## src/rtl/pgnoc_pkg.sv

```systemverilog
// pgnoc_pkg: types and constants shared by the packet-NoC router blocks.
package pgnoc_pkg;

    // Width of a routed output-port code on the req_port bus.
    localparam int PORT_W = 4;

    // Per-output-port arbitration state.
    typedef enum logic {
        IDLE   = 1'b0,
        LOCKED = 1'b1
    } arb_state_t;

    // Saturate a raw port code so anything past the last port lands on it.
    function automatic logic [PORT_W-1:0] clamp_port(
        input logic [PORT_W-1:0] raw,
        input logic [PORT_W-1:0] last_port
    );
        return (raw > last_port) ? last_port : raw;
    endfunction

endpackage

```

## src/rtl/port_arbiter_rr_picker.sv

```systemverilog
// rr_picker: combinational round-robin search. Returns the first set request
// at or above the pointer, wrapping to the lowest set request otherwise.
module rr_picker #(
    parameter int N     = 5,
    parameter int IDX_W = 3
) (
    input  logic [N-1:0]     i_req,
    input  logic [IDX_W-1:0] i_ptr,
    output logic [N-1:0]     o_winner,
    output logic             o_valid
);

    logic [N-1:0] w_hi_mask;
    logic [N-1:0] w_hi_req;
    logic [N-1:0] w_sel;

    // Mask off requests below the pointer, fall back to the full set, isolate lowest bit.
    always_comb begin
        w_hi_mask = {N{1'b1}} << i_ptr;
        w_hi_req  = i_req & w_hi_mask;
        w_sel     = (|w_hi_req) ? w_hi_req : i_req;
        o_winner  = w_sel & (~w_sel + N'(1));
        o_valid   = |i_req;
    end

endmodule

```

## src/rtl/port_arbiter.sv

```systemverilog
// port_arbiter: one IDLE/LOCKED arbiter per output port (neighbours plus the
// local port PORTS_NUM). A lock holds a requester on a port until its tail
// flit transfers, keeping packets atomic. Define ARB_TIMEOUT_EN to add a
// per-port watchdog that force-releases a lock after TIMEOUT cycles without
// an owner transfer.
module port_arbiter
    import pgnoc_pkg::*;
#(
    parameter int PORTS_NUM = 4,
    parameter int REQ_NUM   = PORTS_NUM + 1,
    parameter int TIMEOUT   = 255
) (
    input  logic                      clk,
    input  logic                      a_rst,
    input  logic [REQ_NUM-1:0]        req,
    input  logic [PORT_W*REQ_NUM-1:0] req_port,
    input  logic [REQ_NUM-1:0]        xfer,
    input  logic [REQ_NUM-1:0]        tail,
    output logic [REQ_NUM-1:0]        grant,
    output logic [PORTS_NUM:0]        busy
);

    localparam int               OUT_NUM  = PORTS_NUM + 1;
    localparam int               IDX_W    = (REQ_NUM > 1) ? $clog2(REQ_NUM) : 1;
    localparam logic [IDX_W-1:0] LAST_REQ = IDX_W'(REQ_NUM - 1);

    if (OUT_NUM > (1 << PORT_W)) begin : g_bad_ports
        $error("port_arbiter: PORTS_NUM does not fit the req_port field");
    end
    if (TIMEOUT < 1) begin : g_bad_timeout
        $error("port_arbiter: TIMEOUT must be at least 1");
    end

    arb_state_t         r_state     [OUT_NUM];
    logic [IDX_W-1:0]   r_owner     [OUT_NUM];
    logic [IDX_W-1:0]   r_rr_ptr    [OUT_NUM];

    arb_state_t         w_state_nxt [OUT_NUM];
    logic [IDX_W-1:0]   w_owner_nxt [OUT_NUM];
    logic [IDX_W-1:0]   w_ptr_nxt   [OUT_NUM];

    logic [PORT_W-1:0]  w_tgt       [REQ_NUM];
    logic [REQ_NUM-1:0] w_cand      [OUT_NUM];
    logic [REQ_NUM-1:0] w_pick_oh   [OUT_NUM];
    logic [REQ_NUM-1:0] w_owner_oh  [OUT_NUM];
    logic [IDX_W-1:0]   w_win_idx   [OUT_NUM];
    logic [OUT_NUM-1:0] w_pick_vld;
    logic [OUT_NUM-1:0] w_win_vld;
    logic [OUT_NUM-1:0] w_release;
    logic [REQ_NUM-1:0] w_claimed;

`ifdef ARB_TIMEOUT_EN
    localparam int      WD_W = $clog2(TIMEOUT + 1);
    logic [WD_W-1:0]    r_wdog      [OUT_NUM];
    logic [OUT_NUM-1:0] w_own_xfer;
`endif

    // Decode each requester's target, steering misrouted codes to the local port.
    always_comb begin
        for (int i = 0; i < REQ_NUM; i++) begin
            w_tgt[i] = clamp_port(req_port[PORT_W*i +: PORT_W], PORT_W'(PORTS_NUM));
        end
    end

    // Build per-port candidate sets; an already-granted requester competes nowhere.
    always_comb begin
        for (int p = 0; p < OUT_NUM; p++) begin
            for (int i = 0; i < REQ_NUM; i++) begin
                w_cand[p][i] = req[i] && !grant[i] && (w_tgt[i] == PORT_W'(p));
            end
        end
    end

    for (genvar p = 0; p < OUT_NUM; p++) begin : g_port
        rr_picker #(
            .N     (REQ_NUM),
            .IDX_W (IDX_W)
        ) u_rr_picker (
            .i_req    (w_cand[p]),
            .i_ptr    (r_rr_ptr[p]),
            .o_winner (w_pick_oh[p]),
            .o_valid  (w_pick_vld[p])
        );
    end

    // Resolve same-requester collisions in favour of the lower port; encode winners.
    always_comb begin
        // NOTE: every combinational output is given a default before any
        // conditional update, so no path leaves it unassigned (no latch).
        w_claimed = '0;
        for (int p = 0; p < OUT_NUM; p++) begin
            w_win_vld[p] = (r_state[p] == IDLE) && w_pick_vld[p] &&
                           ((w_pick_oh[p] & w_claimed) == '0);
            if (w_win_vld[p]) begin
                w_claimed = w_claimed | w_pick_oh[p];
            end
            w_win_idx[p] = '0;
            for (int i = 0; i < REQ_NUM; i++) begin
                if (w_pick_oh[p][i]) begin
                    w_win_idx[p] = IDX_W'(i);
                end
            end
        end
    end

    // Owner decode and release conditions; only the owner's xfer/tail count.
    always_comb begin
        for (int p = 0; p < OUT_NUM; p++) begin
            w_owner_oh[p] = REQ_NUM'(1) << r_owner[p];
            w_release[p]  = |(xfer & tail & w_owner_oh[p]);
`ifdef ARB_TIMEOUT_EN
            w_own_xfer[p] = |(xfer & w_owner_oh[p]);
            if (!w_own_xfer[p] && (r_wdog[p] == WD_W'(TIMEOUT - 1))) begin
                w_release[p] = 1'b1;
            end
`endif
        end
    end

    // Next-state logic: IDLE locks onto a winner, LOCKED waits for release.
    always_comb begin
        for (int p = 0; p < OUT_NUM; p++) begin
            w_state_nxt[p] = r_state[p];
            w_owner_nxt[p] = r_owner[p];
            w_ptr_nxt[p]   = r_rr_ptr[p];
            case (r_state[p])
                IDLE: begin
                    if (w_win_vld[p]) begin
                        w_state_nxt[p] = LOCKED;
                        w_owner_nxt[p] = w_win_idx[p];
                    end
                end
                LOCKED: begin
                    if (w_release[p]) begin
                        w_state_nxt[p] = IDLE;
                        w_ptr_nxt[p]   = (r_owner[p] == LAST_REQ) ? '0
                                                                  : r_owner[p] + IDX_W'(1);
                    end
                end
            endcase
        end
    end

    // State register: FSM state, owner and round-robin pointer per port.
    always_ff @(posedge clk or posedge a_rst) begin
        if (a_rst) begin
            for (int p = 0; p < OUT_NUM; p++) begin
                r_state[p]  <= IDLE;
                r_owner[p]  <= '0;
                r_rr_ptr[p] <= '0;
            end
        end else begin
            // NOTE: non-blocking assignments so every port samples the same
            // pre-edge values and all update together at the clock edge.
            for (int p = 0; p < OUT_NUM; p++) begin
                r_state[p]  <= w_state_nxt[p];
                r_owner[p]  <= w_owner_nxt[p];
                r_rr_ptr[p] <= w_ptr_nxt[p];
            end
        end
    end

`ifdef ARB_TIMEOUT_EN
    // Watchdog: counts LOCKED cycles since the owner last moved a flit.
    always_ff @(posedge clk or posedge a_rst) begin
        if (a_rst) begin
            for (int p = 0; p < OUT_NUM; p++) begin
                r_wdog[p] <= '0;
            end
        end else begin
            for (int p = 0; p < OUT_NUM; p++) begin
                if ((r_state[p] != LOCKED) || w_own_xfer[p] || w_release[p]) begin
                    r_wdog[p] <= '0;
                end else begin
                    r_wdog[p] <= r_wdog[p] + WD_W'(1);
                end
            end
        end
    end
`endif

    // Outputs: busy per locked port, grant for each locked port's owner.
    always_comb begin
        grant = '0;
        busy  = '0;
        for (int p = 0; p < OUT_NUM; p++) begin
            if (r_state[p] == LOCKED) begin
                busy[p] = 1'b1;
                grant   = grant | w_owner_oh[p];
            end
        end
    end

endmodule

```

## config.mk

```make
export PLATFORM = sky130hd
export DESIGN_NAME = port_arbiter
export DESIGN_NICKNAME = d
export VERILOG_FILES = /design/src/rtl/pgnoc_pkg.sv /design/src/rtl/port_arbiter_rr_picker.sv /design/src/rtl/port_arbiter.sv
export SDC_FILE = /design/constraint.sdc
export NUM_CORES = 1
export LEC_CHECK = 0
export ABC_CLOCK_PERIOD_IN_PS = 2800
export CAP_MARGIN = 15
export CORE_MARGIN = 2
export CORE_UTILIZATION = 50
export DETAILED_ROUTE_END_ITERATION = 8
export PLACE_DENSITY_LB_ADDON = 0.15
export SKIP_CTS_REPAIR_TIMING = 1
export SYNTH_ARGS = -nofsm -noshare
export SYNTH_HDL_FRONTEND = slang
export SYNTH_SLANG_ARGS = --single-unit
```

## constraint.sdc

```tcl
create_clock -name clk -period 2.8 [get_ports clk]
set_input_delay 0.56 -clock clk [delete_from_list [all_inputs] [get_ports clk]]
set_output_delay 0.56 -clock clk [all_outputs]
set_load 0.01 [all_outputs]
```

==> results.sh, run 1 <==
export IMPL_synth_cells=437
export IMPL_ys_ff_latch=35
export IMPL_timing_rr_end="r_owner[9]"
export IMPL_syn_nets=499
export IMPL_report_final_slew_viol_count=0
export IMPL_outcome="finished clean"
export IMPL_grt_max_degree=36
export IMPL_cts_buffer_depth=2
export IMPL_synth_area_top_cells="dfrtp_1 (25%), ha_1 (8.9%), nand2_1 (5.3%), nand3_1 (4.1%), nor2_1 (3.0%)"
export IMPL_ant_nets=0
export IMPL_clkTransAtPathRegs_ns=0.07
export IMPL_hp_start="r_owner[10]"
export IMPL_setup_viol=0
export IMPL_drt_iter0_markers=347
export IMPL_yosysMostFrequentCell="nand2_1"
export IMPL_p_leak_nw=1.934
export IMPL_cts_tree="done"
export IMPL_ys_async_sr_fraction_pct=100.0
export IMPL_fin_setup_tns_ns=0
export IMPL_htree_levels=2
export IMPL_wl_per_cell_um=17.41
export IMPL_cts_buffers=5
export IMPL_hold_path_depth=2
export IMPL_maxCapViolCount=0
export IMPL_hpwl_um=8263
export IMPL_die_x_um=87.92
export IMPL_fill_cells=566
export IMPL_grt_ovfl_total=0
export IMPL_drtPass1Iterations=8
export IMPL_hold_path_class="reg2reg"
export IMPL_die_y_um=87.92
export IMPL_netlist_area_leader_share_pct=24.88
export IMPL_antenna_found_initial=0
export IMPL_yosys_warnings=0
export IMPL_synth_seq_area_share_pct=24.88
export IMPL_fin_util_pct=66.21
export IMPL_whs_endpoint="r_owner[10]"
export IMPL_grt_pass1_vias=3530
export IMPL_rsz0062_at_grt="true"
export IMPL_drc_errors=0
export IMPL_synth_edf_count=0
export IMPL_tightest_slew_ns=0.5203
export IMPL_die_area_um2=7729
export IMPL_rows=30
export IMPL_reg2reg_setup_slack_ns=0.14
export IMPL_cp_slowest_cell="clkdlybuf4s50_1"
export IMPL_seq_area_um2=877.1
export IMPL_startpoint="r_owner[1]"
export IMPL_synth_largest_area_cell="dfrtp_1"
export IMPL_hold_viol=0
export IMPL_cp_start_kind="register"
export IMPL_track_usage_pct=28.34
export IMPL_peakVddDrop_v=0.0005298
export IMPL_antenna_cells=0
export IMPL_ys_flop_type="dfrtp_1"
export IMPL_cts_root_buf="clkbuf_8"
export IMPL_cp_data_arrival_time_ns=2.22
export IMPL_drive_gt1_share_pct=16.89
export IMPL_ff2ff_path_depth=9
export IMPL_syn_cell_area_um2=3521
export IMPL_syn2layout_area_growth_pct=27.75
export IMPL_critPathRequiredTime_ns=2.24
export IMPL_worstPathCellList="inv_1 > ha_1 > nand3b_1 > nand3_2 > or2_2 > clkdlybuf4s50_1"
export IMPL_nets=576
export IMPL_ios=47
export IMPL_fin_crit_ns=2.783
export IMPL_fin_skew_ns=0.007793
export IMPL_netlist_top_cells_count="nand2_1 (50), dfrtp_1 (35), nand3_1 (29)"
export IMPL_post_route_period_util_pct=99.38
export IMPL_power_density_nw_per_um2=915.6
export IMPL_portBuffers=46
export IMPL_endpoint_kind="output port"
export IMPL_via_count=3850
export IMPL_crit_fanout=6
export IMPL_gp_congestion=1.087
export IMPL_grt_pass1_wl_um=17150
export IMPL_path_class="reg2out"
export IMPL_max_slew_margin_pct=64.95
export IMPL_clk_latency_ns=0.30
export IMPL_cts_sinks=35
export IMPL_cpPeakStageDelay_ns=0.48
export IMPL_multi_input_area_um2=2515
export IMPL_coreArea_um2=6794
export IMPL_avgSynthCellArea_um2=8.057
export IMPL_fmax_ghz=0.3594
export IMPL_viasPerCell=6.301
export IMPL_synth_distinct_cells=78
export IMPL_start_util_pct=51.82
export IMPL_routed_wirelength_um=10640
export IMPL_reg2reg_from="r_owner[0]"
## routing by layer
layer  share of wire, %  vias to the layer above  GRT usage (%)  routed length, um
met1                 45                     1844          39.09               4791
met4                1.5                        0          5.455                156
met2                 47                      163          47.87               4984
met5                  0                        -              0                  0
met3                6.6                       17          3.770                706
li1                   -                     1826              -                  -
## metrics by stage
| stage | worst slack, ns | area [um2] | hold slack (ns) | std cells | total power, mW |
|---|---|---|---|---|---|
| 6_report | 0.01739 | 4498 | 0.5692 | 611 | 4.118 |
| 5_1_grt | -0.06807 | 4498 | 0.6122 | 611 | 4.418 |
| 4_1_cts | -0.009660 | 4413 | 0.5711 | 606 | 3.997 |
| 3_5_place_dp | -0.1807 | 4277 | 0.5546 | 598 | 3.418 |
| 3_3_place_gp | -0.1296 | 4277 | 0.5404 | 598 | 3.372 |
| 2_1_floorplan | 0.1752 | 3521 | 0.4981 | 437 | 2.579 |
## registers in the layout, indices dropped and copies added, names as in the netlist
| signal | cells |
|---|---|
| r_owner | 15 |
| r_rr_ptr | 15 |
| r_state | 5 |
## critical path: cells and delay by family, from the launching register on
| kind | cells | cell delay, ns |
|---|---|---|
| and+or+nand+nor | 3 | 0.67 |
| buffers and inverters | 2 | 0.57 |
| DFF | 1 | 0.42 |
| adders and majority gates | 1 | 0.26 |
## how the worst max path moves through the flow
stage                 end  slack (ns)
2_1_floorplan  r_owner[9]        0.18
3_3_place_gp   r_owner[6]       -0.13
3_5_place_dp   r_owner[6]       -0.18
4_1_cts          grant[0]       -0.01
5_1_grt          grant[0]       -0.07
6_report         grant[0]        0.02
## where the power goes
group	switching [mW]	internal, mW
Combinational	1.26	1.14
Clock	0.203	0.355
Sequential	0.429	0.736
Total	1.89	2.23
## cell families (layout without fill, tap and decap cells)
logic type	Yosys count	in the layout	share of synthesized area, %
AND/OR/NAND/NOR	199	199	30.99
AO/OA/AOI/OAI	127	127	27.15
buffers and inverters	41	119	4.939
flip-flops	35	35	24.88
adder cells (fa/ha/maj)	25	25	8.884
multiplexers	10	10	3.163
## layout make-up
type                    instances  share of cell area (%)
clock buffers                   5                   1.530
well taps                      96                   2.670
multi-input cells             361                   55.91
clock inverters                 3                   1.502
repair buffers                 84                   16.63
inverters                      27                   2.253
flip-flops and latches         35                   19.50
## cells in the final DEF (no fill, tap or decap), types with 4 or more instances in the layout
cell             count
o211ai_1             4
nand2b_1             6
nor3_1              15
nand3_1             27
a31oi_1              9
nor4_1               4
nor3b_1              4
a21o_1              10
buf_4               38
clkbuf_8             5
mux2_2               9
a21oi_1             15
o21ai_0             19
nand4_1              4
or3_1                6
nand3b_1            11
ha_1                23
nor2b_1              5
nor4b_1              5
and3_1               6
a211oi_1            10
nand2_1             50
nand4b_1             4
inv_1               27
dfrtp_1             34
clkdlybuf4s50_1     45
nor2_1              27
Note: power is estimated with default switching activity, not from simulation.
==> run 2: changes to the inputs <==
--- a/config.mk
+++ b/config.mk
@@ -11,6 +11,7 @@
 export CORE_UTILIZATION = 50
 export DETAILED_ROUTE_END_ITERATION = 8
 export PLACE_DENSITY_LB_ADDON = 0.15
+export RECOVER_POWER = 50
 export SKIP_CTS_REPAIR_TIMING = 1
 export SYNTH_ARGS = -nofsm -noshare
 export SYNTH_HDL_FRONTEND = slang
==> run 2 against run 1 <==
Compared with the run above: die area did not move; cell count did not move; global-route usage did not move; utilization barely moved; via count fell by 0.23%; register-to-register slack got worse by 0.02 ns; power fell by 0.16%; non-clock buffer count did not move; count of clock-buffer cells in the layout did not move; design area barely moved; flip-flop and latch count did not move; combinational power barely moved; critical path type unchanged.
==> results.sh, run 2 (synthesized netlist as in run 1, its figures left out) <==
export IMPL_hold_path_depth=2
export IMPL_track_usage_pct=28.34
export IMPL_htree_levels=2
export IMPL_cp_start_kind="register"
export IMPL_dp_cells=598
export IMPL_final_cell_mix="nand2_1 (50), clkdlybuf4s50_1 (42), buf_4 (37)"
export IMPL_rsz0062_at_grt="true"
export IMPL_ios=47
export IMPL_top_regs="r_owner x15, r_rr_ptr x15, r_state x5"
export IMPL_cp_data_arrival_time_ns=2.22
export IMPL_cp_slowest_cell="clkdlybuf4s50_1"
export IMPL_final_common_cell="nand2_1"
export IMPL_drt_iter0_markers=332
export IMPL_wl_met1_um=4763
export IMPL_grt_ovfl_total=0
export IMPL_fin_skew_ns=0.007841
export IMPL_setup_viol=0
export IMPL_die_x_um=87.92
export IMPL_cpPeakStageDelay_ns=0.48
export IMPL_power_mw=4.112
export IMPL_drive_gt1_share_pct=16.89
export IMPL_cts_sinks=35
export IMPL_top_layer="met4"
export IMPL_fmax_ghz=0.3593
export IMPL_peakVddDrop_v=0.0005298
export IMPL_routed_wirelength_um=10630
export IMPL_grt_max_degree=36
export IMPL_rows=30
export IMPL_portBuffers=46
export IMPL_reg2reg_setup_slack_ns=0.12
export IMPL_path_class="reg2out"
export IMPL_clkTransAtPathRegs_ns=0.07
export IMPL_coreArea_um2=6794
export IMPL_maxCapViolCount=0
export IMPL_timing_rr_end="r_owner[9]"
export IMPL_endpoint_kind="output port"
export IMPL_post_route_period_util_pct=99.39
export IMPL_fin_setup_tns_ns=0
export IMPL_drc_errors=0
export IMPL_start_util_pct=51.82
export IMPL_power_density_nw_per_um2=914.6
export IMPL_antenna_found_initial=0
export IMPL_viasPerCell=6.286
export IMPL_wl_per_cell_um=17.39
export IMPL_hpwl_um=8263
export IMPL_max_slew_margin_pct=39.14
export IMPL_grt_pass1_vias=3530
export IMPL_cts_root_buf="clkbuf_8"
export IMPL_final_cell_count_no_fill=611
export IMPL_crit_fanout=6
export IMPL_cts_tree="done"
export IMPL_hold_viol=0
export IMPL_wl_met2_um=4954
export IMPL_fin_crit_ns=2.783
export IMPL_syn2layout_area_growth_pct=27.68
export IMPL_reg2reg_from="r_owner[0]"
export IMPL_outcome="finished clean"
export IMPL_ant_nets=0
export IMPL_hp_start="r_owner[10]"
export IMPL_nets=576
export IMPL_antenna_cells=0
export IMPL_report_final_slew_viol_count=0
export IMPL_whs_endpoint="r_owner[10]"
export IMPL_worstPathCellList="inv_1 > ha_1 > nand3b_1 > nand3_2 > or2_2 > clkdlybuf4s50_1"
export IMPL_wl_met3_um=742
export IMPL_grt_pass1_wl_um=17150
export IMPL_critPathRequiredTime_ns=2.24
export IMPL_cts_buffers=5
export IMPL_ff2ff_path_depth=9
export IMPL_die_y_um=87.92
export IMPL_via_count=3841
export IMPL_gp_congestion=1.087
export IMPL_cts_buffer_depth=2
export IMPL_die_area_um2=7729
export IMPL_tightest_slew_ns=0.9129
export IMPL_p_leak_nw=1.933
export IMPL_drtPass1Iterations=6
export IMPL_clk_latency_ns=0.30
export IMPL_hold_path_class="reg2reg"
-- run 2: cell types whose count changed in the layout (fill, tap and decap cells not counted) --
cell | before | now
buf_4 | 38 | 37
o21ai_1 | 2 | 1
clkbuf_2 | 0 | 1
dlygate4sd3_1 | 0 | 3
o21ai_0 | 19 | 20
clkdlybuf4s50_1 | 45 | 42
-- run 2: cell type report --
class	instances	area (um2)
Timing Repair Buffer	84	745.7
Tap cell	96	120.1
Inverter	27	101.3
Multi-Input combinational cell	361	2515
Fill cell	567	2298
Clock buffer	5	68.82
Clock inverter	3	67.56
Sequential cell	35	877.1
-- run 2: metrics by stage --
step / hold WS [ns] / util [%] / area (um2) / setup slack [ns]
floorplan: 0.4981 / - / 3521 / 0.1752
global placement: 0.5404 / 62.95 / 4277 / -0.1296
detailed placement: 0.5546 / 62.95 / 4277 / -0.1807
CTS: 0.5711 / 64.95 / 4413 / -0.009660
global route: 0.6122 / 66.17 / 4496 / -0.06807
finish: 0.5689 / 66.17 / 4496 / 0.01707
-- run 2: worst max-delay path by stage --
stage / from / end / slack, ns
after global placement: req_port[11] / r_owner[6] / -0.13
after floorplan: r_owner[12] / r_owner[9] / 0.18
final: r_owner[1] / grant[0] / 0.02
after CTS: r_owner[9] / grant[0] / -0.01
after global routing: r_owner[1] / grant[0] / -0.07
after detailed placement: req_port[11] / r_owner[6] / -0.18
-- run 2: power breakdown --
part	leakage [nW]	internal (mW)	switching [mW]	total, mW
registers	0.439	0.736	0.430	1.17
logic	1.43	1.13	1.25	2.39
clock network	0.0644	0.355	0.202	0.557
total	1.93	2.22	1.89	4.11
-- run 2: layer usage --
layer,GRT usage (%),up-vias
met5,0,-
li1,-,1829
met4,5.455,0
met1,39.09,1829
met2,47.87,164
met3,3.770,19
-- run 2: worst max-delay path, delay by kind of cell (launching register included) --
family	cells	cell delay (ns)
adder cells (fa/ha/maj)	1	0.26
buffers and inverters	2	0.57
flip-flops	1	0.42
AND/OR/NAND/NOR	3	0.67
